### src/rtl/connectnet_pipe.sv
// connectnet_pipe: NCHAN independent FIFO channels sharing only clock and reset.
// Each channel stores up to DEPTH words of WIDTH bits and presents its oldest
// entry on OUT_DATA. IN_READY, OUT_VALID and OCCUPANCY come from the registered
// count, so nothing falls through from IN to OUT combinationally.
module connectnet_pipe #(
   parameter int NCHAN = 2,
   parameter int WIDTH = 1,
   parameter int DEPTH = 2
) (
   input  logic                              CLK,
   input  logic                              RST,
   input  logic [NCHAN*WIDTH-1:0]            IN_DATA,
   input  logic [NCHAN-1:0]                  IN_VALID,
   output logic [NCHAN-1:0]                  IN_READY,
   output logic [NCHAN*WIDTH-1:0]            OUT_DATA,
   output logic [NCHAN-1:0]                  OUT_VALID,
   input  logic [NCHAN-1:0]                  OUT_READY,
   output logic [NCHAN*($clog2(DEPTH)+1)-1:0] OCCUPANCY
);

   localparam int AW = $clog2(DEPTH);
   localparam int CW = AW + 1;

   for (genvar k = 0; k < NCHAN; k++) begin : g_chan
      logic [WIDTH-1:0] mem [DEPTH];
      logic [AW-1:0]    wr_ptr;
      logic [AW-1:0]    rd_ptr;
      logic [CW-1:0]    count;
      logic             armed;
      logic             ready;
      logic             valid;
      logic             push;
      logic             pop;

      // Ready goes high as soon as reset drops, but "armed" stays low until the
      // first edge after release so that edge never takes a push.
      assign ready = !RST && (count < CW'(DEPTH));
      assign valid = (count != '0);
      assign push  = IN_VALID[k] && ready && armed;
      assign pop   = valid && OUT_READY[k];

      // Pointers wrap naturally because DEPTH is a power of two; count tracks
      // push/pop pairs, and a full channel cannot push in the cycle it pops.
      always_ff @(posedge CLK or posedge RST) begin
         if (RST) begin
            wr_ptr <= '0;
            rd_ptr <= '0;
            count  <= '0;
            armed  <= 1'b0;
         end else begin
            armed <= 1'b1;
            if (push) begin
               wr_ptr <= wr_ptr + AW'(1);
            end
            if (pop) begin
               rd_ptr <= rd_ptr + AW'(1);
            end
            case ({push, pop})
               2'b10:   count <= count + CW'(1);
               2'b01:   count <= count - CW'(1);
               default: count <= count;
            endcase
         end
      end

      // Data storage carries no reset; stale words are hidden by the count.
      always_ff @(posedge CLK) begin
         if (push) begin
            mem[wr_ptr] <= IN_DATA[k*WIDTH +: WIDTH];
         end
      end

      assign IN_READY[k]                = ready;
      assign OUT_VALID[k]               = valid;
      assign OUT_DATA[k*WIDTH +: WIDTH] = mem[rd_ptr];
      assign OCCUPANCY[k*CW +: CW]      = count;
   end

endmodule

### config.mk
export PLATFORM = sky130hd
export DESIGN_NAME = connectnet_pipe
export DESIGN_NICKNAME = d
export VERILOG_FILES = /design/src/rtl/connectnet_pipe.sv
export SDC_FILE = /design/constraint.sdc
export NUM_CORES = 1
export LEC_CHECK = 0
export CAP_MARGIN = 10
export CORE_MARGIN = 2
export CORE_UTILIZATION = 47
export DETAILED_ROUTE_END_ITERATION = 7
export PLACE_DENSITY = 0.8
export RECOVER_POWER = 50
export SLEW_MARGIN = 20
export SYNTH_ARGS = -nofsm -noshare
export SYNTH_HDL_FRONTEND = slang
export SYNTH_SLANG_ARGS = --single-unit
### constraint.sdc
create_clock -name CLK -period 2.25 [get_ports CLK]
set_input_delay 0.675 -clock CLK [delete_from_list [all_inputs] [get_ports CLK]]
set_output_delay 0.675 -clock CLK [all_outputs]
set_load 0.1 [all_outputs]
After elaboration in Yosys (flattened, before gate mapping)

Memory sizes are Yosys's and may differ from the RTL's.
Cells that the tools add are included.

Add/subtract/negate cells: 8
Multiply operators: 0
Div/mod/pow operators: 0
$lt $le $gt $ge: 2
Eq/ne operators: 4
Shift-type cells: 0
Multiplexer cells: 6
Bitwise gates (word level): 0
Reductions and logical operators: 13

Operators by type and width:

| cell                                              | number |
|---|---|
| logical AND 1 bit                                 | 8 |
| one-hot mux 2 bit (2 select lines)                | 2 |
| nonzero test 2 bit                                | 4 |
| adder 1 bit (second input constant)               | 4 |
| adder 2 x 1 -> 2 bit (second input constant)      | 2 |
| == test 2 x 1 -> 1 bit (second input constant)    | 2 |
| == test 2 bit (second input constant)             | 2 |
| < comparator 2 bit (second input constant)        | 2 |
| 2-to-1 mux 1 bit                                  | 4 |
| subtractor 2 x 1 -> 2 bit (second input constant) | 2 |
| zero test 1 bit                                   | 1 |

Bits in registers: 9
Latch bits: 0
Bits in writable memories: 4
Memory bits (read-only): 0
Input port bits: 8
Output and inout bits: 10
Logic and storage cells: 42
Memories kept: 2

Memories:

| memory        | words | width | rd ports | clocked after memory_dff | wr ports | line | source |
|---|---|---|---|---|---|---|---|
| g_chan[0].mem | 2     | 1     | 1        | 0                        | 1        | 25   | `logic [WIDTH-1:0] mem [DEPTH];` |
| g_chan[1].mem | 2     | 1     | 1        | 0                        | 1        | 25   |  |

Depth between registers and ports, before layout

Word-level depth: 6
Mapped depth: 6

Least setup slack after synthesis

No wires, ideal clock.

Path kind: reg2out
Start point: register g_chan[1].count[0]
End point: output port OUT_VALID[1]
Data arrival time: 1.489 ns
Required time: 1.575 ns
Slack: 0.086 ns
Stages on the path, launching flop included: 3
Buffers on the path: 1
Path through: dfrtp_1 or2_4 buf_4

Cells in the longest elaborated chain, start to end: 1

Ends and longest elaborated chain:

| what                     | line | source |
|---|---|---|
| start: declaration       | 28   | `logic [CW-1:0] count;` |
| start signal: assignment | 59   | `2'b10: count <= count + CW'(1);` |
| start signal: assignment | 60   | `2'b01: count <= count - CW'(1);` |
| start signal: assignment | 61   | `default: count <= count;` |
| nonzero test 2 bit       | 38   | `assign valid = (count != '0);` |
| end: declaration         | 16   | `output logic [NCHAN-1:0] OUT_VALID,` |

Every way passes these cells.

Worst setup path after layout

Start point: input port RST
End point: output port IN_READY[0]

Cells in the longest elaborated chain, start to end: 2

Ends and longest elaborated chain:

| what                             | line | source |
|---|---|---|
| start: declaration               | 11   | `input logic RST,` |
| zero test 1 bit (no source line) | -    |  |
| logical AND 1 bit                | 37   | `assign ready = !RST && (count < CW'(DEPTH));` |
| end: declaration                 | 14   | `output logic [NCHAN-1:0] IN_READY,` |

Every way passes these cells.

==> summary by stage <==
Synth
For this run, the register share of the synthesized area comes to between 50% and 60%. The number of warning messages in the yosys log is 0. The count of mapped cells out of synthesis is 50. Yosys attributes the largest share of cell area to sky130_fd_sc_hd__dfrtp_1 (37%), sky130_fd_sc_hd__edfxtp_1 (20%), sky130_fd_sc_hd__xnor2_1 (10%), sky130_fd_sc_hd__buf_4 (4.9%), sky130_fd_sc_hd__nor2_1 (4.9%). The area of the mapped netlist is ~600 um2. sky130_fd_sc_hd__dfrtp_1 takes more of the synthesized area than any other cell. The average instance in the mapped netlist occupies between 10 and 15 um2.

The post-synth net total is 60. The fraction of synthesized cell area taken by the top area cell type is a little under two fifths. Synthesis inferred 13 register bits. The post-synthesis cell type count is 15.

Detailed routing
Summed over all layers, the routed wires come to between 1000 and 1500 um. The number of vias in the routed layout is ~400. For this run, design rule violations remaining after detail routing come to 0. The post-detailed-route via-to-cell ratio is approximately 4.8. The number of antenna-violating nets in the routed design is 0. The first detailed-routing pass took 4 iterations.

After detailed routing, the average wire length per cell comes to approximately 13 um. The violation count after the first detailed-routing iteration is 2.

Critical path
The worst register-to-register path begins at g_chan[0].count[0]$_DFFE_PP0P_. The critical path buffer and inverter count is 3. The worst setup path is captured at a primary output. Traced cell by cell, the critical path runs through clkdlybuf4s25_1, nor2_1, buf_4, buf_12. Among all stages on the critical path, the largest delay is contributed by sky130_fd_sc_hd__clkdlybuf4s25_1. In this run the worst path has a maximum fanout of 3. Grouping stages by cell kind, the critical path spends the most delay in buffers and inverters. The required time at the endpoint of the critical path is approximately 1600 ps. The worst endpoint data arrival time is between 1000 and 1500 ps. The delay of the slowest critical-path stage is 260 ps. The beginning of the critical path is RST. By startpoint and endpoint, the worst setup path is classified as in2out. The type of origin of the critical path is an input pin.

Clock network
The buffer cell driving the clock tree root is sky130_fd_sc_hd__clkbuf_4. TritonCTS created 3 clock buffers. The number of resized instances in the post-cts repair step is 0. The clock reaches the later pin of the worst-skew pair after between 200 and 300 ps. After clock tree synthesis, the clock-pin slew on the worst setup and hold paths is 80 ps.

Buffers inserted to repair hold after CTS numbered 0. The TritonCTS clock tree is built. The TritonCTS sink count is 13. The number of levels the H-tree was split into is 1. The worst-case clock buffer depth is 2. After clock tree synthesis, the setup repair step added 0 buffers.

Layout
The sequential cell area in the final layout is approximately 350 um2. From synthesis to final layout, the design area changed by 49.39%. Of the cells placed in the final design, the portion with a size suffix greater than 1 is ~27%.

The cell area after layout is between 900 and 1000 um2. Counting the fill cells in the layout gives 77. The repair_antennas step left the layout with diodes totalling 0. The net count of the finished layout is between 80 and 90. The area occupied by multi-input gates is roughly 220 um2.

The most frequent standard cell in the layout excluding fill and tap cells is sky130_fd_sc_hd__buf_12. The top cell types in the final layout, fill and taps aside, are sky130_fd_sc_hd__buf_12 (10), sky130_fd_sc_hd__dfrtp_1 (9), sky130_fd_sc_hd__nor2_1 (8).

STA
The final number of max-transition violations is 0. The final sum of negative setup slack is 0 ps. The total count of hold-check failures in the final report is 0.

Dividing the final minimum period by the clock period gives 90.21%. Setup violations remaining at the end of the flow were counted as 0. The worst clock skew is 1.780 ps.

The clock period minus worst slack is between 2000 and 2500 ps. Setup repair after global routing left no endpoint under its margin. For this run, the top clock speed supported by timing is 492.7 MHz.

Hold path
The class of the worst hold path is reg2reg. The launch point of the worst hold path is g_chan[1].rd_ptr$_DFFE_PP0P_.

Flow run
Across the run, the number of max-cap violations was 0.

Global routing
The via count of the first global-routing pass is about 420. The maximum number of pins on one net before global-route repair is 10. The number of antenna violations at the first check in global routing came to 0.

The overall fraction of global-route tracks in use is roughly 18%. The wire length of the first global-routing pass is between 1500 and 2000 um. The overall overflow remaining after global route is 0.

Die
The horizontal die dimension is about 40 um. The floorplan core area is 1156 um2. The floorplan step set the die height to about 40 um. The starting density of the core is between 50% and 60%.

The die area is 1604 um2. 18 I/O pins were placed. The site row count is 12.

Placement
The detailed-placement wirelength estimate is 907.6 um. Input and output buffers added on the ports amount to 17. The placer congestion estimate is 0.6570. The placed instances occupy a cell area of approximately 900 um2.

Status
The run finished with clean final reports.
## worst paths after layout
path | end | slack, ps | cells past startpoint
min reg2reg | g_chan[1].rd_ptr$_DFFE_PP0P_ | 490 | 1
min in group asynchronous | g_chan[1].count[0]$_DFFE_PP0P_ | 710 | 3
min | g_chan[1].rd_ptr$_DFFE_PP0P_ | 490 | 1
max reg2reg | g_chan[0].count[1]$_DFFE_PP0P_ | 560 | 5
max | IN_READY[0] | 220 | 4
max in group asynchronous | g_chan[0].rd_ptr$_DFFE_PP0P_ | 1210 | 3
## stage by stage
step	util [%]	hold WS (ps)	instances	worst slack (ps)
floorplan	-	451.7	50	85.53
global placement	77.71	469.0	81	31.70
detailed placement	77.71	484.6	81	18.69
CTS	79.98	497.0	85	14.54
global route	78.90	521.0	85	182.6
finish	78.90	489.2	85	220.4
## synth_stat cells
cell	instances
sky130_fd_sc_hd__buf_4	4
sky130_fd_sc_hd__nand4_1	1
sky130_fd_sc_hd__ha_1	2
sky130_fd_sc_hd__xnor2_1	7
sky130_fd_sc_hd__inv_1	2
sky130_fd_sc_hd__conb_1	1
sky130_fd_sc_hd__nand3_2	1
sky130_fd_sc_hd__dfrtp_1	9
sky130_fd_sc_hd__and2_4	2
sky130_fd_sc_hd__or2_4	2
sky130_fd_sc_hd__mux2_1	2
sky130_fd_sc_hd__nor2_1	8
sky130_fd_sc_hd__edfxtp_1	4
sky130_fd_sc_hd__inv_2	2
sky130_fd_sc_hd__xor2_1	3
## area by class of cell
cell class / instances / share of cell area [%]
sequential: 13 / 37.86
timing repair buffer: 21 / 32.10
multi-input combinational: 29 / 23.59
clock buffer: 4 / 2.881
tap: 14 / 1.920
inverter: 4 / 1.646
## sequential cells by signal, summed over array words and instances (netlist names)
| signal | flops |
|---|---|
| g_chan.mem | 4 |
| g_chan.count | 4 |
| g_chan.rd_ptr | 2 |
| g_chan.wr_ptr | 2 |
| g_chan.armed | 1 |
## cells by family (layout without fill, tap and decap cells)
group / after synthesis / in the layout / share of synthesized area (%)
adder cells (fa/ha/maj): 2 / 2 / 4.098
multiplexers: 2 / 2 / 3.688
XOR/XNOR: 10 / 10 / 14.35
other: 1 / 1 / 0.6142
buffers and inverters: 8 / 29 / 7.378
flip-flops: 13 / 13 / 56.56
AND/OR/NAND/NOR: 14 / 14 / 13.32
## per-layer routing
| layer | vias up | share of wire, % | GRT usage, % |
|---|---|---|---|
| met1 | 203 | 37 | 21.66 |
| li1 | 195 | - | - |
| met3 | 2 | 4.7 | 3.889 |
| met5 | - | 0 | 0 |
| met2 | 11 | 57 | 30.24 |
| met4 | 0 | 0.93 | 7.759 |
Power is not shown: default switching activity piles up to over one toggle a cycle in this logic, so the estimate is an artifact.
